**src/rtl/con_ff_unit.sv**
```systemverilog
// Conditional-branch evaluation unit: samples the bus on an evaluate strobe, tests it
// against zero under a 3-bit condition code, and holds the decision until the PC logic acks.
module con_ff_unit #(
  parameter int unsigned DATA_WIDTH      = 32,
  parameter int unsigned CNT_WIDTH       = 16,
  parameter bit          LATCH_UNTIL_ACK = 1'b1
) (
  input  logic                  clk,
  input  logic                  clr,
  input  logic                  in_con_in,
  input  logic [2:0]            in_condition,
  input  logic [DATA_WIDTH-1:0] in_bus,
  input  logic                  in_branch_ack,
  input  logic                  in_count_clr,
  output logic                  out_branch,
  output logic                  out_valid,
  output logic [CNT_WIDTH-1:0]  out_eval_count,
  output logic [CNT_WIDTH-1:0]  out_taken_count
);

  typedef enum logic {IDLE, HOLD} state_t;

  localparam logic [CNT_WIDTH-1:0] CNT_MAX = '1;

  state_t state_q, state_d;
  logic   branch_q;
  logic   zero, neg, result;
  logic [CNT_WIDTH-1:0] eval_q, taken_q;

  // Condition decode; only consumed when in_con_in is high, so X here cannot reach state.
  always_comb begin
    zero   = (in_bus == '0);
    neg    = in_bus[DATA_WIDTH-1];
    result = 1'b0;
    case (in_condition)
      3'b000:  result = zero;
      3'b001:  result = ~zero;
      3'b010:  result = ~neg;
      3'b011:  result = neg;
      3'b100:  result = ~neg & ~zero;
      3'b101:  result = neg | zero;
      3'b110:  result = 1'b1;
      default: result = 1'b0;
    endcase
  end

  // A new strobe always wins over a concurrent ack.
  always_comb begin
    state_d = state_q;
    if (state_q == IDLE) begin
      if (in_con_in) state_d = HOLD;
    end else begin
      if (!in_con_in && (!LATCH_UNTIL_ACK || in_branch_ack)) state_d = IDLE;
    end
  end

  always_ff @(posedge clk or negedge clr) begin
    if (!clr) begin
      state_q  <= IDLE;
      branch_q <= 1'b0;
    end else begin
      state_q <= state_d;
      if (in_con_in) branch_q <= result;
    end
  end

  // Saturating statistics; a synchronous clear drops the evaluation of the same cycle.
  always_ff @(posedge clk or negedge clr) begin
    if (!clr) begin
      eval_q  <= '0;
      taken_q <= '0;
    end else if (in_count_clr) begin
      eval_q  <= '0;
      taken_q <= '0;
    end else if (in_con_in) begin
      if (eval_q != CNT_MAX)            eval_q  <= eval_q + CNT_WIDTH'(1);
      if (result && taken_q != CNT_MAX) taken_q <= taken_q + CNT_WIDTH'(1);
    end
  end

  assign out_branch      = branch_q;
  assign out_valid       = (state_q == HOLD);
  assign out_eval_count  = eval_q;
  assign out_taken_count = taken_q;

endmodule

```
**config.mk**
```make
export PLATFORM = sky130hd
export DESIGN_NAME = con_ff_unit
export DESIGN_NICKNAME = d
export VERILOG_FILES = /design/src/rtl/con_ff_unit.sv
export SDC_FILE = /design/constraint.sdc
export NUM_CORES = 1
export LEC_CHECK = 0
export ABC_AREA = 1
export CAP_MARGIN = 20
export CORE_MARGIN = 1.5
export CORE_UTILIZATION = 30
export DETAILED_ROUTE_END_ITERATION = 12
export GPL_TIMING_DRIVEN = 0
export MAX_ROUTING_LAYER = met4
export SLEW_MARGIN = 0
export SYNTH_ARGS = -nofsm -noshare
export SYNTH_HDL_FRONTEND = slang
export SYNTH_SLANG_ARGS = --single-unit
export TNS_END_PERCENT = 20
```
**constraint.sdc**
```tcl
create_clock -name clk -period 2.2 [get_ports clk]
set_input_delay 0.66 -clock clk [delete_from_list [all_inputs] [get_ports clk]]
set_output_delay 0.66 -clock clk [all_outputs]
set_load 0.01 [all_outputs]
```
After elaboration in Yosys (flattened, before gate mapping)

Index checks and enable logic that the tools add are counted.
W data, S select, Z words.

Add/sub/neg operators: 2
Eq/ne operators: 8
Mux-type cells: 10
Bitwise logic cells: 4
Reductions and logical operators: 10

Operators with widths:

| operator                | number |
|---|---|
| $mux W16                | 6 |
| $add A16 B1 Y16 const B | 2 |
| $logic_not A32 Y1       | 1 |
| $ne A16 B16 Y1 const B  | 2 |
| $eq A3 B3 Y1 const B    | 3 |
| $pmux W1 S7             | 1 |
| $eq A3 B2 Y1 const B    | 2 |
| $reduce_bool A2 Y1      | 3 |
| $reduce_and A2 Y1       | 2 |
| $eq A3 B1 Y1 const B    | 1 |
| $logic_not A3 Y1        | 1 |
| $mux W1                 | 3 |
| $logic_and A1 B1 Y1     | 2 |
| $not A1 Y1              | 2 |
| $and A1 B1 Y1           | 1 |
| $logic_not A1 Y1        | 1 |
| $or A1 B1 Y1            | 1 |

Register bits after elaboration: 34
Input port bits: 40
Output and inout port bits: 34

Longest topological paths before layout

Word-level depth: 8
Gate-level depth with buffers: 15

Worst setup path after synthesis

OpenSTA, ideal clock, no wires.

Kind: reg2reg
Start: register taken_q[0] (netlist: out_taken_count[0])
End: register taken_q[14] (netlist: out_taken_count[14])
Setup time: 117 ps
Arrival time: 1769 ps
Required time: 2083 ps
Setup slack: 314 ps
Cell stages (with the launch flop): 14
Period minus slack after synthesis: 1886 ps
Path through: dfrtp_1 > ha_1 > nand3_2 > nor2_2 > nand2_2 > nor2_2 > nand4_2 > nor2_2 > nand3_2 > nand3_4 > nand2_4 > buf_6 > nand2_1 > nand2_1

Cells in the longest elaborated chain, start to end: 4
Elaborated cells between the ends (all ways): 8
Those cells by class: add/sub: 1; eq/ne: 1; mux: 3; reduce/logical: 3

RTL lines:

| element                                           | line | source |
|---|---|---|
| from (decl)                                       | 28   | `logic [CNT_WIDTH-1:0] eval_q, taken_q;` |
| from (signal assigned)                            | 77   | `if (result && taken_q != CNT_MAX) taken_q <= taken_q + CNT_WIDTH'(1);` |
| $add A16 B1 Y16 or $ne A16 B16 Y1 (tied branches) | 77   |  |
| $mux W16 or $logic_and A1 B1 Y1 (tied branches)   | 77   |  |
| $mux W16 or $reduce_bool A2 Y1 (tied branches)    | n/a  |  |
| $mux W16 or $reduce_and A2 Y1 (tied branches)     | n/a  |  |

Parallel ways exist; a longest one is shown, timed or not. The select of a mux whose other input is x is not followed.
A chain may end at the register's enable or synchronous reset.

Final worst setup path

Start: input in_bus[9]
End: register taken_q[14] (netlist: out_taken_count[14])

Cells in the longest elaborated chain, start to end: 7
Elaborated cells between the ends (all ways): 8
Those cells by class: mux: 1; bitwise: 3; reduce/logical: 4

RTL lines:

| element                        | line   | source |
|---|---|---|
| from (decl)                    | 12     | `input logic [DATA_WIDTH-1:0] in_bus,` |
| $logic_not A32 Y1 *            | 32     | `zero = (in_bus == '0);` |
| $not A1 Y1                     | 37, 40 |  |
| $and A1 B1 Y1                  | 40     | `3'b100: result = ~neg & ~zero;` |
| $pmux W1 S7 *                  | 35     | `case (in_condition)` |
| $logic_and A1 B1 Y1 *          | 77     |  |
| $reduce_bool A2 Y1 (no line) * | n/a    |  |
| $reduce_and A2 Y1 (no line) *  | n/a    |  |

Every way passes the cells marked *; elsewhere a longest branch is shown, timed or not.

==> reports/metrics.csv <==
metric,value,unit
status,"finished, final reports clean",
post-DP HPWL,4780,µm
WL/cell,12.2,µm
Post-Syn Area per Cell,6.78,µm²
reg2reg setup slack,0.18,ns
worst hold slack,0.449,ns
CTS max path bufs,2,
top_reg_cell synth,dfrtp_1,
post-synthesis sequential area ratio,36.2,%
maximum VDD drop,0.242,mV
MaxCap Viol Count,0,
Die ar.,8360,µm²
Root Buffer,clkbuf_8,
PwrDens,435,nW/µm²
cts hold-fix bufs,0,
Max-slew headroom,48.3,%
Yosys warning count,0,
first-pass GRT wire length,10700,µm
skew final,0.00431,ns
"Reg clk slew, reported paths",0.07,ns
Period minus WS final,2.10,ns
Synth Net Count,388,
Clock Sinks,34,
Setup CP Type,input pin to flop,
"Max FO, Critical Path",5,
required time worst endpoint,2.38,ns
Crit path largest cell delay,0.41,ns
Worst Reg-to-Reg Cells,13,
post-synthesis cell count,346,
vias per cell,4.69,
Die W,91.5,µm
global route total overflow,0,
1st-iter DRT viols,114,
GP Congestion,0.892,
crit start category,input pin,
core area,7650,µm²
R2R Path Start,out_taken_count[0],
# diodes,0,
Post-synth ARST share,100,%
most common cell in the synthesized netlist,nand2_1,
Worst Max-Slew Pin Slew,0.776,ns
Max Fclk,477,MHz
largest net degree at the start of global routing,35,
Initial Util,30.7,%
FP Rows,32,
total number of vias,2501,
GRT Total Usage,15.7,%
Post-DRT Antenna Nets,0,
Post-Syn Area,2350,µm²
reg2reg end,out_taken_count[14],
CTS tree,yes,
"Distinct cells, synth",34,
Final #Nets,473,
largest area contributor in the netlist,dfrtp_1,
Critical Path AT,2.28,ns
worst hold path type,input pin to async pin,
antenna violations before repair,0,
Area growth syn-to-layout,50.4,%
Synth area leaders,"dfrtp_1 36%, nand2_1 14%, nor2_1 9.3%",
Post-synth EDFFs,0,
Critical-path top delay cell,clkdlybuf4s50_1,
die height,91.5,µm
worst path cell trace,"clkdlybuf4s50_1, nor2_2, nand4_1, nor2_2, nand2_2, nand3_2, nand2_1, nor2_2, nand2_2, nand3_4, nand2_4, clkbuf_16, nand2_1, nand2_1",
Ports,74,
TritonCTS Buffers,5,
Slew Limit Fails,0,
H-Tree Depth,2,
vias in the first global route,2380,
final hold vios,0,
share of the synthesized area in the top cell type,36.2,%
commonest cells in the netlist,"86 x nand2_1, 58 x nor2_1, 49 x inv_1",
share of cells above drive strength 1,14.6,%
setup violators final,0,
Critical Path End Type,flop,
static leakage,1.79,nW
fin crit share,95.3,%
dpl cell area,3200,µm²
fin area,3530,µm²
1st-pass router iterations,4,
DR DRC count,0,
Port Buffers,73,
Skew-Pair Late Insertion Delay,0.28,ns
final wirelength,6510,µm
register bit count reported by yosys,34,
-- stage by stage --
step,util [%],instances,setup slack (ns),TNS (ns),total power [W]
CTS,43.4,529,0.000110,0,0.00153
finish,46.2,533,0.104,0,0.00154
floorplan,-,346,0.314,0,0.000780
detailed placement,41.9,521,-0.342,-4.78,0.000928
global route,46.2,533,-0.00653,-0.00952,0.00161
global placement,41.9,521,-0.328,-15.27,0.000924
-- layout make-up --
type / count / area [µm²]
Buffer: 7 / 65.1
Clock buffer: 6 / 82.6
Clock inverter: 1 / 30.0
Fill cell: 781 / 4120
Inverter: 49 / 184
Multi-Input combinational cell: 256 / 1320
Sequential cell: 34 / 851
Tap cell: 102 / 128
Timing Repair Buffer: 78 / 868
-- cells in the final DEF (no fill, tap or decap), drive strengths merged, types with 2 or more instances in the layout --
cell type      instances
nor4                   2
nand2                 89
nand4                  5
a21oi                 10
nor3                  10
o21a                   2
o21ai                 12
nor3b                  2
ha                     2
dlymetal6s2s          30
clkdlybuf4s50         42
o31ai                  2
nor2                  62
buf                    9
nand3                 42
xnor2                  2
dfrtp                 34
inv                   49
clkbuf                 9
xor2                   9
-- timing repair --
| item | 4_1_cts | 5_1_grt |
|---|---|---|
| buffers inserted | 1 | 3 |
| pin swaps | 1 | 27 |
| endpoints found under the setup margin | 10 | 24 |
| cloned | 0 | 1 |
| gates resized for setup | 0 | 60 |
-- registers in the layout, indices dropped and copies added (netlist names) --
register,count
out_branch,1
out_valid,1
out_eval_count,16
out_taken_count,16
-- report_power, final --
group	switching, W	internal (W)
clock	0.000231	0.000363
combinational	0.000138	0.000146
sequential	0.0000162	0.000641
total	0.000385	0.00115
-- kinds of logic (layout without fill, tap and decap cells) --
family	Yosys count	count (layout)	share of synthesized area, %
buffers and inverters	56	141	10.4
flip-flops	34	34	36.2
AO/OA/AOI/OAI	29	29	6.98
adder cells (fa/ha/maj)	2	2	1.07
XOR/XNOR	11	11	4.10
multiplexers	1	1	0.480
AND/OR/NAND/NOR	213	213	40.7
-- worst max-delay path by stage --
stage | slack (ns) | startpoint | to
CTS | 0.0001 | in_bus[20] | out_taken_count[11]
global placement | -0.33 | clr | out_taken_count[8]
floorplan | 0.31 | out_taken_count[0] | out_taken_count[14]
detailed placement | -0.34 | in_bus[20] | out_taken_count[11]
finish | 0.10 | in_bus[9] | out_taken_count[14]
global route | -0.007 | in_bus[9] | out_taken_count[9]
-- routing by layer --
| metal | global-route usage (%) | vias to the layer above | part of all wire (%) |
|---|---|---|---|
| met3 | 2.51 | 11 | 5.2 |
| met4 | 4.04 | 0 | 1.5 |
| met5 | - | - | 0 |
| met1 | 19.9 | 1147 | 45 |
| met2 | 26.1 | 69 | 48 |
| li1 | - | 1274 | - |
-- worst max-delay path, delay by kind of cell --
| family | cells | cell delay (ns) |
|---|---|---|
| simple gates | 12 | 1.03 |
| buf+inv | 2 | 0.57 |
Power figures use the tool's default switching activity.
